### config.mk
export PLATFORM = sky130hd
export DESIGN_NAME = calc_control_gen
export DESIGN_NICKNAME = d
export VERILOG_FILES = /design/src/rtl/calc_control_gen.sv
export SDC_FILE = /design/constraint.sdc
export NUM_CORES = 1
export LEC_CHECK = 0
export CORE_MARGIN = 5
export CORE_UTILIZATION = 50
export CTS_CLUSTER_SIZE = 24
export DETAILED_ROUTE_END_ITERATION = 10
export HOLD_SLACK_MARGIN = 0.06
export PLACE_DENSITY = 0.86
export SYNTH_ARGS = -nofsm -noshare
export SYNTH_HDL_FRONTEND = slang
export SYNTH_SLANG_ARGS = --single-unit
export TNS_END_PERCENT = 5
### constraint.sdc
create_clock -name clock -period 6.4 [get_ports clock]
set_clock_uncertainty 0.15 [all_clocks]
set_input_delay 0.64 -clock clock [delete_from_list [all_inputs] [get_ports clock]]
set_output_delay 0.64 -clock clock [all_outputs]
set_load 0.01 [all_outputs]
### src/rtl/calc_control_gen.sv
// Key-to-control sequencer for a two-operand calculator.
// Keys are one-cycle pulses. The highest-priority asserted key is decoded against
// the current state into Mealy strobes for the datapath. The state, the digit
// counter and the memory-valid flag advance on the following rising edge.
// Ports:
//   clock, reset_n             clock; asynchronous active-low reset
//   clear_in .. mc_in          key pulses; priority clear > mc > mr > ms > ex > op > dig > sub > bksp
//   err_in                     datapath error, sampled only while in EXEC
//   load_A .. clear_regs       combinational datapath strobes
//   state_led                  current state encoding
//   display_select             00 A, 01 B, 10 result, 11 error
//   digit_count                digits held by the operand being entered
//   mem_valid                  memory holds a stored result
//   error                      high only in ERROR
module calc_control_gen #(
  parameter int unsigned DIGITS = 4,
  parameter int unsigned CNT_W  = 4
) (
  input  logic             clock,
  input  logic             reset_n,
  input  logic             clear_in,
  input  logic             dig_in,
  input  logic             sub_in,
  input  logic             op_in,
  input  logic             ex_in,
  input  logic             bksp_in,
  input  logic             ms_in,
  input  logic             mr_in,
  input  logic             mc_in,
  input  logic             err_in,
  output logic             load_A,
  output logic             load_B,
  output logic             bksp_A,
  output logic             bksp_B,
  output logic             neg_A,
  output logic             neg_B,
  output logic             load_op,
  output logic             execute,
  output logic             load_A_from_result,
  output logic             mem_store,
  output logic             mem_recall_A,
  output logic             mem_recall_B,
  output logic             mem_clear,
  output logic             clear_regs,
  output logic [3:0]       state_led,
  output logic [1:0]       display_select,
  output logic [CNT_W-1:0] digit_count,
  output logic             mem_valid,
  output logic             error
);

  localparam logic [CNT_W-1:0] CntMax = CNT_W'(DIGITS);
  localparam logic [CNT_W-1:0] CntOne = CNT_W'(1);

  typedef enum logic [3:0] {
    ST_START  = 4'd0,
    ST_OP_A   = 4'd1,
    ST_A_NEG  = 4'd2,
    ST_OPRND  = 4'd3,
    ST_OP_B   = 4'd4,
    ST_B_NEG  = 4'd5,
    ST_RESULT = 4'd6,
    ST_EXEC   = 4'd7,
    ST_ERROR  = 4'd8
  } state_e;

  state_e           state_q, state_d;
  logic [CNT_W-1:0] cnt_q, cnt_d;
  logic             mem_valid_q, mem_valid_d;
  // Low during reset and for the first cycle after release, which masks keys
  // that coincide with reset deassertion. Because it clears asynchronously,
  // it also forces every strobe low while reset_n is held low.
  logic             armed_q;
  // High when ordinary keys may be acted on. ERROR responds only to clear,
  // and EXEC always advances on its own.
  logic             keys_live;

  // State register
  always_ff @(posedge clock or negedge reset_n) begin
    if (!reset_n) begin
      state_q     <= ST_START;
      cnt_q       <= '0;
      mem_valid_q <= 1'b0;
      armed_q     <= 1'b0;
    end else begin
      state_q     <= state_d;
      cnt_q       <= cnt_d;
      mem_valid_q <= mem_valid_d;
      armed_q     <= 1'b1;
    end
  end

  assign keys_live = armed_q && (state_q != ST_ERROR) && (state_q != ST_EXEC);

  // Next-state and strobe decode; a key that is invalid in the current state gives a no-op cycle
  always_comb begin
    state_d            = state_q;
    cnt_d              = cnt_q;
    mem_valid_d        = mem_valid_q;
    load_A             = 1'b0;
    load_B             = 1'b0;
    bksp_A             = 1'b0;
    bksp_B             = 1'b0;
    neg_A              = 1'b0;
    neg_B              = 1'b0;
    load_op            = 1'b0;
    execute            = 1'b0;
    load_A_from_result = 1'b0;
    mem_store          = 1'b0;
    mem_recall_A       = 1'b0;
    mem_recall_B       = 1'b0;
    mem_clear          = 1'b0;
    clear_regs         = 1'b0;

    if (armed_q && clear_in) begin
      clear_regs = 1'b1;
      state_d    = ST_START;
      cnt_d      = '0;
    end else if (state_q == ST_EXEC) begin
      // Single-cycle state: all keys apart from clear are ignored, including mc
      state_d = err_in ? ST_ERROR : ST_RESULT;
    end else if (keys_live) begin
      if (mc_in) begin
        mem_clear   = 1'b1;
        mem_valid_d = 1'b0;
      end else if (mr_in) begin
        if (mem_valid_q) begin
          case (state_q)
            ST_START: begin
              mem_recall_A = 1'b1;
              state_d      = ST_OP_A;
              cnt_d        = CntMax;
            end
            ST_OPRND: begin
              mem_recall_B = 1'b1;
              state_d      = ST_OP_B;
              cnt_d        = CntMax;
            end
            default: ;
          endcase
        end
      end else if (ms_in) begin
        if (state_q == ST_RESULT) begin
          mem_store   = 1'b1;
          mem_valid_d = 1'b1;
        end
      end else if (ex_in) begin
        if (state_q == ST_OP_B) begin
          execute = 1'b1;
          state_d = ST_EXEC;
        end
      end else if (op_in) begin
        case (state_q)
          ST_OP_A: begin
            load_op = 1'b1;
            state_d = ST_OPRND;
            cnt_d   = '0;
          end
          ST_RESULT: begin
            // Chain off the previous result: it becomes operand A
            load_A_from_result = 1'b1;
            load_op            = 1'b1;
            state_d            = ST_OPRND;
            cnt_d              = '0;
          end
          default: ;
        endcase
      end else if (dig_in) begin
        case (state_q)
          ST_START, ST_A_NEG: begin
            load_A  = 1'b1;
            state_d = ST_OP_A;
            cnt_d   = CntOne;
          end
          ST_OPRND, ST_B_NEG: begin
            load_B  = 1'b1;
            state_d = ST_OP_B;
            cnt_d   = CntOne;
          end
          ST_OP_A: begin
            if (cnt_q < CntMax) begin
              load_A = 1'b1;
              cnt_d  = cnt_q + CntOne;
            end
          end
          ST_OP_B: begin
            if (cnt_q < CntMax) begin
              load_B = 1'b1;
              cnt_d  = cnt_q + CntOne;
            end
          end
          default: ;
        endcase
      end else if (sub_in) begin
        // Sign toggles before the first digit of either operand
        case (state_q)
          ST_START: begin
            neg_A   = 1'b1;
            state_d = ST_A_NEG;
          end
          ST_A_NEG: begin
            neg_A   = 1'b1;
            state_d = ST_START;
          end
          ST_OPRND: begin
            neg_B   = 1'b1;
            state_d = ST_B_NEG;
          end
          ST_B_NEG: begin
            neg_B   = 1'b1;
            state_d = ST_OPRND;
          end
          default: ;
        endcase
      end else if (bksp_in) begin
        // Removing the last digit returns to the pre-entry state
        case (state_q)
          ST_OP_A: begin
            if (cnt_q != '0) begin
              bksp_A = 1'b1;
              cnt_d  = cnt_q - CntOne;
              if (cnt_q == CntOne) state_d = ST_START;
            end
          end
          ST_OP_B: begin
            if (cnt_q != '0) begin
              bksp_B = 1'b1;
              cnt_d  = cnt_q - CntOne;
              if (cnt_q == CntOne) state_d = ST_OPRND;
            end
          end
          default: ;
        endcase
      end
    end
  end

  // Status outputs decoded from the registered state
  always_comb begin
    display_select = 2'b00;
    case (state_q)
      ST_B_NEG, ST_OP_B, ST_EXEC: display_select = 2'b01;
      ST_RESULT:                  display_select = 2'b10;
      ST_ERROR:                   display_select = 2'b11;
      default:                    display_select = 2'b00;
    endcase
  end

  assign state_led   = state_q;
  assign digit_count = cnt_q;
  assign mem_valid   = mem_valid_q;
  assign error       = (state_q == ST_ERROR);

endmodule

==> metrics <==
status finished, final reports clean; Synth Cell Area 0.00126 sq mm; first-pass GRT wire length approximately 6700 um; Distinct cells, synth 52; Top cell by count, worst path clkdlybuf4s50_1; Gate Count Post-Synth about 180; Row Count 18; Final #Nets 226; Core ar. roughly 0.0025 sq mm; Starting Density 51.5%; register area share after synthesis about a fifth; MaxCap Viol Count 0; most frequent cells in the layout 37 x clkdlybuf4s50_1, 25 x nor2_1, 17 x nand2_1, 13 x nor3_1, 12 x a21oi_1; DIE AREA 0.00364 sq mm; period utilization around three fifths; TritonCTS clock tree built; R2R depth 6; slowest cell on the critical path clkdlybuf4s50_1; GPL Wtd Cong around 1.0; Die X between 60 and 70 um; Hold Path Class reg -> reg; CP endpoint kind primary output; TritonRoute pass-1 iters 4; top_reg_cell synth dfrtp_1; Placed Area between 0.0015 and 0.002 sq mm; CTS buffer count 3; Max VDD drop roughly 0.00018 V; Post-DRT Antenna Nets 0; # H-tree levels 1; drt wl/cell between 15 and 20 um; final instance area between 0.0015 and 0.002 sq mm; Syn Nets a little under 200; Routed WL just over 4000 um; largest net degree at the start of global routing 18; Least-Margin Pin Slew 0.594 ns; initial DRC count 84; Via-to-Cell Ratio approximately 6.3; WHS 0.393 ns; critical path type in -> out; Synth-to-Final Area Change 30.3%; worst slack, placed 2.50 ns; Max FO, Critical Path 14; number of global-route vias before repair roughly 1400; post_cts resized 0; register bit total from synthesis 10; GRT Residual Overflow 0; crit path DAT 3.15 ns; Leakage ~0.63 nW; Critical Path RT approximately 5.6 ns; crit-path cells clkdlybuf4s50_1, or2_2, or4_1, or2_1, nor2_1, clkdlybuf4s50_1; initial antenna violation count 0; diode count 0; CTS root buffer clkbuf_4; Post-synth EDFFs 0; Vias 1500; total global-route track usage 24.3%; Synth async-reset ratio 100%; clk_lat worst skew 0.27 ns; final hold vios 0; CTS clock-pin slew for the worst setup and hold paths ~0.07 ns; Max stage delay on crit path roughly 0.66 ns; Setup crit start kind primary input; Fillers ~240; min Tclk post-route 3.94 ns; die height 60.3 um; setup_tns 0 ns; postcts setup bufs 0; Slew HR between 60% and 70%; DRC viols 0; final setup vio count 0; PnR worst setup slack about 2.5 ns; share of layout cells above drive strength 1 5.74%; Fmax 0.254 GHz; CTS Hold Bufs 0; CTS Sinks 10; Post-Syn Area per Cell ~7 sq um; power density over the cells just under 200 mW/mm^2; max-slew violation count 0; Hold Path Depth 2; number of buffers on the longest clock path 2; IO Port Bufs 37; dpl hpwl around 3200 um; IO Count 38; commonest non-fill, non-tap cell in the layout clkdlybuf4s50_1; RSZ-0062 raised after global routing no; Yosys warning count 0
[per-stage QoR]
| step | std cells | total power [mW] | util, % |
|---|---|---|---|
| 2_1_floorplan | 181 | 0.205 | - |
| 3_3_place_gp | 235 | 0.257 | 65.6 |
| 3_5_place_dp | 235 | 0.263 | 65.6 |
| 4_1_cts | 239 | 0.321 | 67.1 |
| 5_1_grt | 239 | 0.347 | 67.1 |
| 6_report | 239 | 0.322 | 67.1 |
[report_power, final]
group / total, mW / internal, mW / switching (mW)
Sequential: 0.100 / 0.0724 / 0.0277
Clock: 0.0591 / 0.0346 / 0.0244
Combinational: 0.163 / 0.0756 / 0.0875
[cells in the mapped netlist, drive strengths merged (3+ instances only)]
cell type | n | area (sq um)
or4b | 3 | 33.8
and2 | 4 | 25.0
buf | 5 | 31.3
inv | 9 | 33.8
nor3 | 13 | 65.1
o21ai | 4 | 20.0
or2 | 4 | 25.0
o22ai | 4 | 31.3
nand2b | 4 | 25.0
ha | 4 | 50.1
clkbuf | 8 | 30.0
a21oi | 13 | 68.8
a31oi | 3 | 18.8
nor2 | 25 | 93.8
dfrtp | 10 | 250
mux2i | 5 | 50.1
nand3 | 7 | 35.0
or4 | 4 | 30.0
xnor2 | 3 | 26.3
nand2 | 17 | 63.8
[sequential cells by signal, summed over array words and instances (netlist names)]
name and flops:
digit_count 4, state_led 4, armed_q 1, mem_valid 1
[worst max-delay path: cells and delay by family]
| family | cells | cell delay (ns) |
|---|---|---|
| AND/OR/NAND/NOR | 4 | 1.31 |
| buffers and inverters | 2 | 1.20 |
[final cells by class]
cell class	count	area (sq um)	share of cell area, %
repair buffers	37	370	22.5
multi-input cells	148	916	55.6
clock buffers	4	36.3	2.20
well taps	30	37.5	2.28
inverters	10	37.5	2.28
flip-flops and latches	10	250	15.2
[cell families after synthesis]
| kind of cell | after synthesis | share of synthesized area (%) |
|---|---|---|
| xor+xnor | 4 | 2.77 |
| other cells | 1 | 0.296 |
| flops | 10 | 19.8 |
| compound gates | 41 | 22.5 |
| buf+inv | 23 | 7.81 |
| mux | 6 | 5.14 |
| simple gates | 92 | 37.8 |
| fa+ha+maj | 4 | 3.96 |
[routing by layer]
metal | routed length [um] | GRT usage, %
met5 | 0 | 0
met1 | 1580 | 29.7
met2 | 2020 | 42.3
met4 | 93 | 8.86
met3 | 370 | 4.54
[worst paths after layout]
path / start / to / slack (ns)
setup / recovery: mr_in / load_op / 2.46
hold / removal: mem_valid$_DFFE_PN0P_ / mem_valid$_DFFE_PN0P_ / 0.39
setup reg to reg: state_led[3]$_DFFE_PN0P_ / digit_count[2]$_DFFE_PN0P_ / 3.79
hold reg to reg: mem_valid$_DFFE_PN0P_ / mem_valid$_DFFE_PN0P_ / 0.39
max in group asynchronous: reset_n / mem_valid$_DFFE_PN0P_ / 5.25
min in group asynchronous: reset_n / digit_count[2]$_DFFE_PN0P_ / 0.53
(Power assumes the default switching activity.)
==> variant: new RTL, config.mk and constraints unchanged <==
The parameter `CNT_W` goes from 4 to 5.
--- a/src/rtl/calc_control_gen.sv
+++ b/src/rtl/calc_control_gen.sv
@@ -14,7 +14,7 @@
 //   error                      high only in ERROR
 module calc_control_gen #(
   parameter int unsigned DIGITS = 4,
-  parameter int unsigned CNT_W  = 4
+  parameter int unsigned CNT_W  = 5
 ) (
   input  logic             clock,
   input  logic             reset_n,
Ports: changed (resized digit_count); port bits go from 38 to 39. No check against the original RTL was run, so the function may have changed too.
==> variant against the original RTL <==
  * Area after synthesis up 4.5%
  * Non-clock buffer count is 1 higher
  * Global-route usage down 1.0 points
  * Power decreased by 22%
  * Sequential cell count grew 1
  * Worst setup slack better by 130 ps
  * Cell area grew 3.4%
  * First-iteration DRC count is 1.2% lower
  * Routed wire length up 1.2%
  * Via count down 0.33%
  * Highest routed layer unchanged
==> variant: results <==
[power_and_ir_drop]
p_seq_frac = 0.381
p_int_mw = 0.150
cellLeakagePower_nw = 0.690
vdd_drop_max_v = 0.000175

[route]
wl_mm = 4.11
dr_total_vias = 1495

[logic_synthesis]
yosys-top-cells-count = "17 x nand2_1, 13 x nor2_1, 11 x dfrtp_1, 10 x a21oi_1"
netlist_top_cells_area = "dfrtp_1 21%, nand2_1 4.8%, a22o_1 4.0%"
synth-seq-area-share = 0.208
synth.distinct_cells = 56
synthesis.nets = 192

[critical_path]
r2r-end = "state_led[1]$_DFFE_PN0P_"
slowest_stage = "dfrtp_1"
path_max_fanout = 16
r2r-start = "state_led[1]$_DFFE_PN0P_"
cp.arrival_ps = 3020

[placement]
place_hpwl_mm = 3.16
portBuffers = 38
dp_slack_ps = 2840

[global_route]
grtUsageMet1 = 0.287
gr-usage-met2 = 0.415
grt_pass1_wl_mm = 6.71

[cells_and_area]
layout-drive-gt1-share = 0.0534
fin_nets = 223
fillers = 212
final_cells = 236

[timing]
hold_slack_ps = 423

[outcome]
status = "finished clean"
variant: cell count changes after synthesis, sizes merged, moves of 3 or more:
cell,change
nor3,-3
a21oi,-3
o21ai,+5
or4,-3
mux2i,-4
a21o,+4
a22o,+6
xor2,+4
or3,+4
and2,-3
nor2,-12
variant: area by class of cell:
type / count / area, um2 / share of cell area
Multi-Input combinational cell: 143 / 947 / 0.556
Timing Repair Buffer: 38 / 380 / 0.223
Sequential cell: 11 / 275 / 0.162
Inverter: 10 / 37.5 / 0.0220
Tap cell: 30 / 37.5 / 0.0220
Clock buffer: 4 / 26.3 / 0.0154
variant: cell families (layout without fill, tap and decap cells):
family                   Yosys count  count (layout)  share of synthesized area
XOR/XNOR                           7               7                     0.0464
other                              1               1                    0.00284
AO/OA/AOI/OAI                     49              49                      0.256
AND/OR/NAND/NOR                   81              81                      0.366
flip-flops                        11              11                      0.208
adder cells (fa/ha/maj)            4               4                     0.0379
buffers and inverters             22              52                     0.0748
multiplexers                       1               1                    0.00758
variant: metal layers:
| layer | up-vias | wire, um |
|---|---|---|
| li1 | 713 | - |
| met1 | 707 | 1660 |
| met2 | 69 | 2090 |
| met3 | 6 | 320 |
| met4 | 0 | 36 |
| met5 | - | 0 |
variant: tightest hold or removal path: stages, from the launching register on:
cell and delay, ps:
dfrtp_1 390, a21oi_1 60, nor2_1 90
variant: how the worst max path moves through the flow:
stage                             start      to  cells after the start  slack, ps
2_1_floorplan  state_led[3]$_DFFE_PN0P_  bksp_A                      7       3690
3_3_place_gp                   clear_in   neg_A                      6       2920
3_5_place_dp                      mr_in   neg_A                      5       2840
4_1_cts        state_led[1]$_DFFE_PN0P_   neg_A                      7       2600
5_1_grt        state_led[0]$_DFFE_PN0P_   neg_A                      7       2360
6_report       state_led[1]$_DFFE_PN0P_  load_A                      7       2590
